--- config.mk ---
export PLATFORM = sky130hd
export DESIGN_NAME = wm_led_panel
export DESIGN_NICKNAME = d
export VERILOG_FILES = /design/src/rtl/wm_led_pkg.sv /design/src/rtl/wm_blink_gen.sv /design/src/rtl/wm_led_panel.sv
export SDC_FILE = /design/constraint.sdc
export NUM_CORES = 1
export LEC_CHECK = 0
export CAP_MARGIN = 20
export CORE_MARGIN = 2
export CORE_UTILIZATION = 51
export DETAILED_ROUTE_END_ITERATION = 12
export PLACE_DENSITY = 0.75
export SETUP_SLACK_MARGIN = 0.1
export SLEW_MARGIN = 20
export SYNTH_ARGS = -nofsm -noshare
export SYNTH_HDL_FRONTEND = slang
export SYNTH_SLANG_ARGS = --single-unit
export TNS_END_PERCENT = 20
--- constraint.sdc ---
create_clock -name clk -period 1.9 [get_ports clk]
set_input_delay 0.19 -clock clk [delete_from_list [all_inputs] [get_ports clk]]
set_output_delay 0.19 -clock clk [all_outputs]
set_load 0.03 [all_outputs]
--- src/rtl/wm_led_pkg.sv ---
// Shared definitions for the washing-machine front-panel LED controller.
//   state_t      : controller FSM state (IDLE / RUN / DONE)
//   idx_width()  : index width helper, clog2 with a minimum of 1 bit
//   DEF_CLK_HZ   : default system clock frequency (125 MHz)
//   DEF_BLINK_HZ : default blink frequency of the active stage LED
package wm_led_pkg;

  typedef enum logic [1:0] {
    ST_IDLE = 2'd0,
    ST_RUN  = 2'd1,
    ST_DONE = 2'd2
  } state_t;

  localparam int DEF_CLK_HZ   = 125000000;
  localparam int DEF_BLINK_HZ = 2;

  // Width needed to index n items; never less than one bit.
  function automatic int idx_width(input int n);
    return (n <= 2) ? 1 : $clog2(n);
  endfunction

endpackage

--- src/rtl/wm_blink_gen.sv ---
// Blink prescaler and phase generator.
// The counter runs 0..HALF-1 continuously; phase toggles each time it wraps.
// A restart pulse clears the counter and forces phase high, so a freshly
// activated LED is lit in its very first cycle.
// Ports:
//   clk        in  system clock
//   reset      in  asynchronous active-high reset (counter 0, phase 0)
//   restart    in  synchronous restart: counter 0, phase 1
//   phase      out registered blink phase
//   phase_next out value phase takes at the next edge
//   wrap       out counter is at HALF-1 (a half period ends this cycle);
//                  independent of restart so callers can use it freely
module wm_blink_gen #(
  parameter int HALF = 4
) (
  input  logic clk,
  input  logic reset,
  input  logic restart,
  output logic phase,
  output logic phase_next,
  output logic wrap
);

  localparam int CW = (HALF <= 2) ? 1 : $clog2(HALF);
  localparam logic [CW-1:0] LAST = CW'(HALF - 1);

  logic [CW-1:0] cnt_reg;
  logic [CW-1:0] cnt_next;
  logic          phase_reg;

  assign wrap = (cnt_reg == LAST);

  always_comb begin
    cnt_next   = cnt_reg + 1'b1;
    phase_next = phase_reg;
    if (restart) begin
      cnt_next   = '0;
      phase_next = 1'b1;
    end else if (wrap) begin
      cnt_next   = '0;
      phase_next = ~phase_reg;
    end
  end

  always_ff @(posedge clk or posedge reset) begin
    if (reset) begin
      cnt_reg   <= '0;
      phase_reg <= 1'b0;
    end else begin
      cnt_reg   <= cnt_next;
      phase_reg <= phase_next;
    end
  end

  assign phase = phase_reg;

endmodule

--- src/rtl/wm_led_panel.sv ---
// Washing-machine front-panel LED controller.
// Holds the stage / water-level / temperature selections, blinks the running
// stage LED and plays a completion blink sequence before returning to idle.
// Optional build macro: WM_LED_PWM_EN adds parameter PWM_DUTY and dims the
// green LEDs with a free-running 4-bit PWM (on while count < PWM_DUTY).
// Ports:
//   clk             in  system clock
//   reset           in  asynchronous active-high reset
//   btn_stage       in  per-stage toggle pulses (IDLE only)
//   btn_level       in  rotate water-level selection (IDLE only)
//   btn_temp        in  rotate temperature selection (IDLE only)
//   start           in  begin programme (IDLE, needs a selected stage)
//   stop            in  abort programme (RUN / DONE)
//   stage_done      in  sequencer: current stage finished
//   red_led_stage   out stage LEDs
//   red_led_run     out high while running
//   green_led_level out one-hot water level
//   green_led_temp  out one-hot temperature
//   cur_stage       out index of the active stage
//   busy            out high in RUN or DONE
// All outputs are registered from next-state values (1-cycle latency).
module wm_led_panel
  import wm_led_pkg::*;
#(
  parameter int CLK_HZ      = DEF_CLK_HZ,
  parameter int BLINK_HZ    = DEF_BLINK_HZ,
  parameter int N_STAGE     = 3,
  parameter int N_LEVEL     = 3,
  parameter int N_TEMP      = 3,
  parameter int DONE_BLINKS = 4
`ifdef WM_LED_PWM_EN
  ,
  parameter int PWM_DUTY    = 4
`endif
) (
  input  logic                          clk,
  input  logic                          reset,
  input  logic [N_STAGE-1:0]            btn_stage,
  input  logic                          btn_level,
  input  logic                          btn_temp,
  input  logic                          start,
  input  logic                          stop,
  input  logic                          stage_done,
  output logic [N_STAGE-1:0]            red_led_stage,
  output logic                          red_led_run,
  output logic [N_LEVEL-1:0]            green_led_level,
  output logic [N_TEMP-1:0]             green_led_temp,
  output logic [idx_width(N_STAGE)-1:0] cur_stage,
  output logic                          busy
);

  localparam int HALF = CLK_HZ / (2 * BLINK_HZ);
  localparam int SW   = idx_width(N_STAGE);
  localparam int DW   = idx_width(2 * DONE_BLINKS);
  // DONE ends on the last half-period wrap of DONE_BLINKS full periods.
  localparam logic [DW-1:0]      DONE_LAST  = DW'(2 * DONE_BLINKS - 1);
  localparam logic [N_LEVEL-1:0] LEVEL_INIT = {{(N_LEVEL-1){1'b0}}, 1'b1};
  localparam logic [N_TEMP-1:0]  TEMP_INIT  = {{(N_TEMP-1){1'b0}}, 1'b1};

  state_t             state_reg, state_next;
  logic [SW-1:0]      cur_reg, cur_next;
  logic [N_STAGE-1:0] sel_reg, sel_next;
  logic [N_LEVEL-1:0] level_reg, level_next;
  logic [N_TEMP-1:0]  temp_reg, temp_next;
  logic [DW-1:0]      done_cnt_reg, done_cnt_next;
  logic [N_STAGE-1:0] red_reg, red_next;
  logic               run_reg, busy_reg;

  logic               restart;
  logic               phase, phase_next, wrap;
  logic [SW-1:0]      first_idx, next_idx;
  logic               has_next;

  wm_blink_gen #(
    .HALF(HALF)
  ) u_blink (
    .clk       (clk),
    .reset     (reset),
    .restart   (restart),
    .phase     (phase),
    .phase_next(phase_next),
    .wrap      (wrap)
  );

  // Lowest selected stage, and lowest selected stage above the current one.
  // Scanning downward lets the last hit be the lowest index.
  always_comb begin
    first_idx = '0;
    next_idx  = '0;
    has_next  = 1'b0;
    for (int i = N_STAGE - 1; i >= 0; i--) begin
      if (sel_reg[i]) begin
        first_idx = SW'(i);
        if (i > int'(cur_reg)) begin
          next_idx = SW'(i);
          has_next = 1'b1;
        end
      end
    end
  end

  // Next-state logic.
  always_comb begin
    state_next    = state_reg;
    cur_next      = cur_reg;
    sel_next      = sel_reg;
    level_next    = level_reg;
    temp_next     = temp_reg;
    done_cnt_next = done_cnt_reg;
    restart       = 1'b0;
    case (state_reg)
      ST_IDLE: begin
        if (start) begin
          // start swallows any simultaneous button presses
          if (sel_reg != '0) begin
            state_next = ST_RUN;
            cur_next   = first_idx;
            restart    = 1'b1;
          end
        end else begin
          sel_next = sel_reg ^ btn_stage;
          if (btn_level)
            level_next = {level_reg[N_LEVEL-2:0], level_reg[N_LEVEL-1]};
          if (btn_temp)
            temp_next = {temp_reg[N_TEMP-2:0], temp_reg[N_TEMP-1]};
        end
      end
      ST_RUN: begin
        if (stop) begin
          state_next = ST_IDLE;
        end else if (stage_done) begin
          restart = 1'b1;
          if (has_next) begin
            cur_next = next_idx;
          end else begin
            state_next    = ST_DONE;
            done_cnt_next = '0;
          end
        end
      end
      ST_DONE: begin
        if (stop) begin
          state_next = ST_IDLE;
        end else if (wrap) begin
          if (done_cnt_reg == DONE_LAST)
            state_next = ST_IDLE;
          else
            done_cnt_next = done_cnt_reg + 1'b1;
        end
      end
      default: state_next = ST_IDLE;
    endcase
  end

  // Stage LED pattern for the upcoming cycle.
  always_comb begin
    red_next = sel_next;
    case (state_next)
      ST_RUN: begin
        for (int i = 0; i < N_STAGE; i++) begin
          if (i == int'(cur_next))
            red_next[i] = phase_next;
          else if (i > int'(cur_next))
            red_next[i] = sel_next[i];
          else
            red_next[i] = 1'b0;
        end
      end
      ST_DONE: red_next = {N_STAGE{phase_next}};
      default: ;
    endcase
  end

  always_ff @(posedge clk or posedge reset) begin
    if (reset) begin
      state_reg    <= ST_IDLE;
      cur_reg      <= '0;
      sel_reg      <= '1;
      level_reg    <= LEVEL_INIT;
      temp_reg     <= TEMP_INIT;
      done_cnt_reg <= '0;
      red_reg      <= '1;
      run_reg      <= 1'b0;
      busy_reg     <= 1'b0;
    end else begin
      state_reg    <= state_next;
      cur_reg      <= cur_next;
      sel_reg      <= sel_next;
      level_reg    <= level_next;
      temp_reg     <= temp_next;
      done_cnt_reg <= done_cnt_next;
      red_reg      <= red_next;
      run_reg      <= (state_next == ST_RUN);
      busy_reg     <= (state_next != ST_IDLE);
    end
  end

  assign red_led_stage = red_reg;
  assign red_led_run   = run_reg;
  assign cur_stage     = cur_reg;
  assign busy          = busy_reg;

`ifdef WM_LED_PWM_EN
  localparam logic [4:0] PWM_DUTY_5 = 5'(PWM_DUTY);

  logic [3:0]         pwm_cnt_reg;
  logic [3:0]         pwm_cnt_next;
  logic               pwm_on_next;
  logic [N_LEVEL-1:0] green_level_reg;
  logic [N_TEMP-1:0]  green_temp_reg;

  assign pwm_cnt_next = pwm_cnt_reg + 4'd1;
  assign pwm_on_next  = ({1'b0, pwm_cnt_next} < PWM_DUTY_5);

  // Green registers hold level/temp gated by the PWM phase of the counter
  // value they are loaded alongside.
  always_ff @(posedge clk or posedge reset) begin
    if (reset) begin
      pwm_cnt_reg     <= '0;
      green_level_reg <= LEVEL_INIT & {N_LEVEL{PWM_DUTY_5 != 5'd0}};
      green_temp_reg  <= TEMP_INIT & {N_TEMP{PWM_DUTY_5 != 5'd0}};
    end else begin
      pwm_cnt_reg     <= pwm_cnt_next;
      green_level_reg <= level_next & {N_LEVEL{pwm_on_next}};
      green_temp_reg  <= temp_next & {N_TEMP{pwm_on_next}};
    end
  end

  assign green_led_level = green_level_reg;
  assign green_led_temp  = green_temp_reg;
`else
  assign green_led_level = level_reg;
  assign green_led_temp  = temp_reg;
`endif

endmodule

==> impl_metrics.yaml <==
global_routing:
  grt_pass1_wl_mm: 8.97
  track_usage: 0.218
  grt_max_degree: 30
  grt_pass1_vias: 2044
  antenna_found_initial: 0
  overflow: 0
clocking:
  cts_sinks: 47
  cts_root_buf: "clkbuf_8"
  clkSlewWorstSetupHoldPaths_ns: 0.09
  hold_buffers: 0
  cts_tree: "done"
  cts_buffers: 5
  clockBufferDepth: 2
  clk_latency_ns: 0.29
  htree_levels: 2
sta:
  period_share: 1.12
  timing.fmax_mhz: 469
  min_period_ns: 2.13
  fin_ws_ns: -0.230
  slew_viol_final: 0
  rsz0062_at_grt: "yes"
  fin_skew_ns: 0.00758
  tightest_slew_ns: 0.515
  relSlewSlack: 0.653
  hold_viol_final: 0
  tns_ns: -1.15
  hold_ws_ns: 0.220
  setup_viol: 6
logic_synthesis:
  synth_common_cells: "39 x dfrtp_1, 34 x nor2_1, 23 x xnor2_1, 17 x inv_1, 14 x nand2_1"
  synth_cells: 245
  netlist_area_um2: 2430
  synthesis.nets: 261
  synth_cell_types: 43
  synth_edf_count: 0
  yosysMostFrequentCell: "dfrtp_1"
  synthFlopType: "dfrtp_1"
  synth_largest_area_cell: "dfrtp_1"
  yosysSeqAreaShare: 0.487
  synth_area_per_cell_um2: 9.94
  ys_warn_count: 0
  ys_async_sr_fraction: 1.00
  synth_area_leaders: "dfrtp_1 40%, dfstp_2 8.6%, xnor2_1 8.3%"
  ys_ff_latch: 47
  yosysTopAreaCellShare: 0.401
worst_setup_path:
  worstPathCellList: "ha_4 -> nand3_2 -> or3_4 -> or4_4 -> a21oi_4 -> mux2_1"
  critPathMaxFanout: 3
  cpMaxStageDelayCell: "or4_4"
  start_kind: "flop"
  crit_arrival_ns: 2.30
  crit_required_ns: 2.07
  max_stage_delay_ns: 0.51
  end_kind: "flop"
  path_class: "flop to flop"
final_layout:
  regArea_um2: 1190
  multiInputGateArea_um2: 1230
  largest_reg_flops: 25
  final_nets: 343
  stdcell_area_um2: 3340
  n_fill_cell: 349
  n_antenna_cell: 0
  syn_to_final_growth_pct: 37.3
  drive_gt1_frac: 0.296
min_path:
  hp-class: "input port to asynchronous set/reset pin"
status:
  status: "complete, but fails checks"
  violations: "setup timing"
pwr:
  power_density_nw_per_um2: 1140
  power_mw: 3.82
  peakVddDrop_mv: 0.557
  cellLeakagePower_nw: 1.50
detailed_routing:
  routed_wl_mm: 5.41
  ant_nets: 0
  detail_route.wl_per_cell_um: 14.2
  via_per_inst: 5.33
  drc: 0
  vias: 2035
  firstDrtPassIters: 4
  initialDrtViolationCount: 56
floorplanning:
  num_rows: 25
  die_x_um: 73.1
  die_area_um2: 5340
  io_pins: 23
  die_h_um: 73.1
  core_area_um2: 4660
  initial_core_util: 0.522
placement:
  gp_routability_congestion: 0.941
  dpl_cell_area_um2: 3170
  portBuffers: 22
  dp_hpwl_mm: 3.98
job:
  maxCapViolCount: 0
## worst max-delay path, delay by kind of cell (launching register included)
kind	cells	cell delay (ns)
flip-flops	1	0.39
multiplexers	1	0.34
adder cells (fa/ha/maj)	1	0.16
AO/OA/AOI/OAI	1	0.19
AND/OR/NAND/NOR	3	0.95
## per-stage QoR
stage,utilization,cells,worst slack [ns]
2_1_floorplan,-,245,-0.135
3_3_place_gp,0.680,373,-0.261
3_5_place_dp,0.680,373,-0.225
4_1_cts,0.707,381,-0.235
5_1_grt,0.717,382,-0.349
6_report,0.717,382,-0.230
## layer usage
layer	up-vias	global-route usage	share of wire
met5	-	0	0
met4	0	0.0885	0.0087
met3	4	0.0345	0.019
met2	27	0.369	0.53
met1	983	0.278	0.45
li1	1021	-	-
## layout by cell type (no fill, tap or decap), types with 2 or more instances in the layout
master           netlist  routed
mux2_1                 3       2
a31oi_1                5       5
inv_1                 17      16
nor3_1                 9       9
or2_2                  2       2
nor4_1                 7       7
o221ai_1               2       2
xor2_1                 3       3
o21ai_1                1       3
nor2b_1                2       2
nor2_1                34      34
and4_1                 2       2
o211ai_1               2       2
nand4_1                6       6
dfstp_2                8       8
dfrtp_1               39      38
and2_1                 3       3
xnor2_1               23      23
buf_4                  0      56
mux2_2                 6       6
nand2_1               14      14
and3b_1                2       2
clkbuf_8               0       6
nand2b_1               7       7
and3_1                 6       6
nand3_1                7       6
ha_1                   6       4
clkdlybuf4s50_1        0      22
o21a_1                 2       2
## final timing paths
kind | from | endpoint | slack (ns) | cells past startpoint
max | u_blink.cnt_reg[1]$_DFF_PP0_ | done_cnt_reg[0]$_DFFE_PP0P_ | -0.23 | 6
min | reset | cur_stage[0]$_DFF_PP0_ | 0.22 | 2
max reg2reg | u_blink.cnt_reg[1]$_DFF_PP0_ | done_cnt_reg[0]$_DFFE_PP0P_ | -0.23 | 6
min reg2reg | done_cnt_reg[1]$_DFFE_PP0P_ | done_cnt_reg[1]$_DFFE_PP0P_ | 0.53 | 1
max in group asynchronous | reset | green_led_temp[0]$_DFFE_PP1P_ | 1.11 | 3
min in group clk | btn_stage[2] | sel_reg[2]$_DFF_PP1_ | 0.44 | 3
## where the power goes
| group | switching, mW | total (mW) | internal, mW |
|---|---|---|---|
| clock | 0.321 | 0.747 | 0.426 |
| combinational | 0.879 | 1.73 | 0.854 |
| sequential | 0.122 | 1.33 | 1.21 |
## area by class of cell
type,instances,share of cell area
Sequential cell,47,0.355
Clock inverter,2,0.0105
Timing Repair Buffer,80,0.201
Tap cell,54,0.0202
Inverter,17,0.0191
Multi-Input combinational cell,176,0.369
Clock buffer,6,0.0247
## timing repair
| item | in CTS | in global routing |
|---|---|---|
| gates resized for setup | 4 | 8 |
| endpoints found under the setup margin | 7 | 31 |
| setup buffers | 0 | 1 |
| pin swaps | 0 | 1 |
## cell families (layout without fill, tap and decap cells)
| kind of cell | after synthesis | in the layout | share of synthesized area |
|---|---|---|---|
| XOR/XNOR | 26 | 26 | 0.0935 |
| adder cells (fa/ha/maj) | 6 | 6 | 0.0308 |
| AO/OA/AOI/OAI | 25 | 25 | 0.0766 |
| multiplexers | 9 | 9 | 0.0416 |
| buffers and inverters | 22 | 105 | 0.0339 |
| AND/OR/NAND/NOR | 110 | 110 | 0.236 |
| flip-flops | 47 | 47 | 0.487 |
Note: power is estimated with default switching activity, not from simulation.
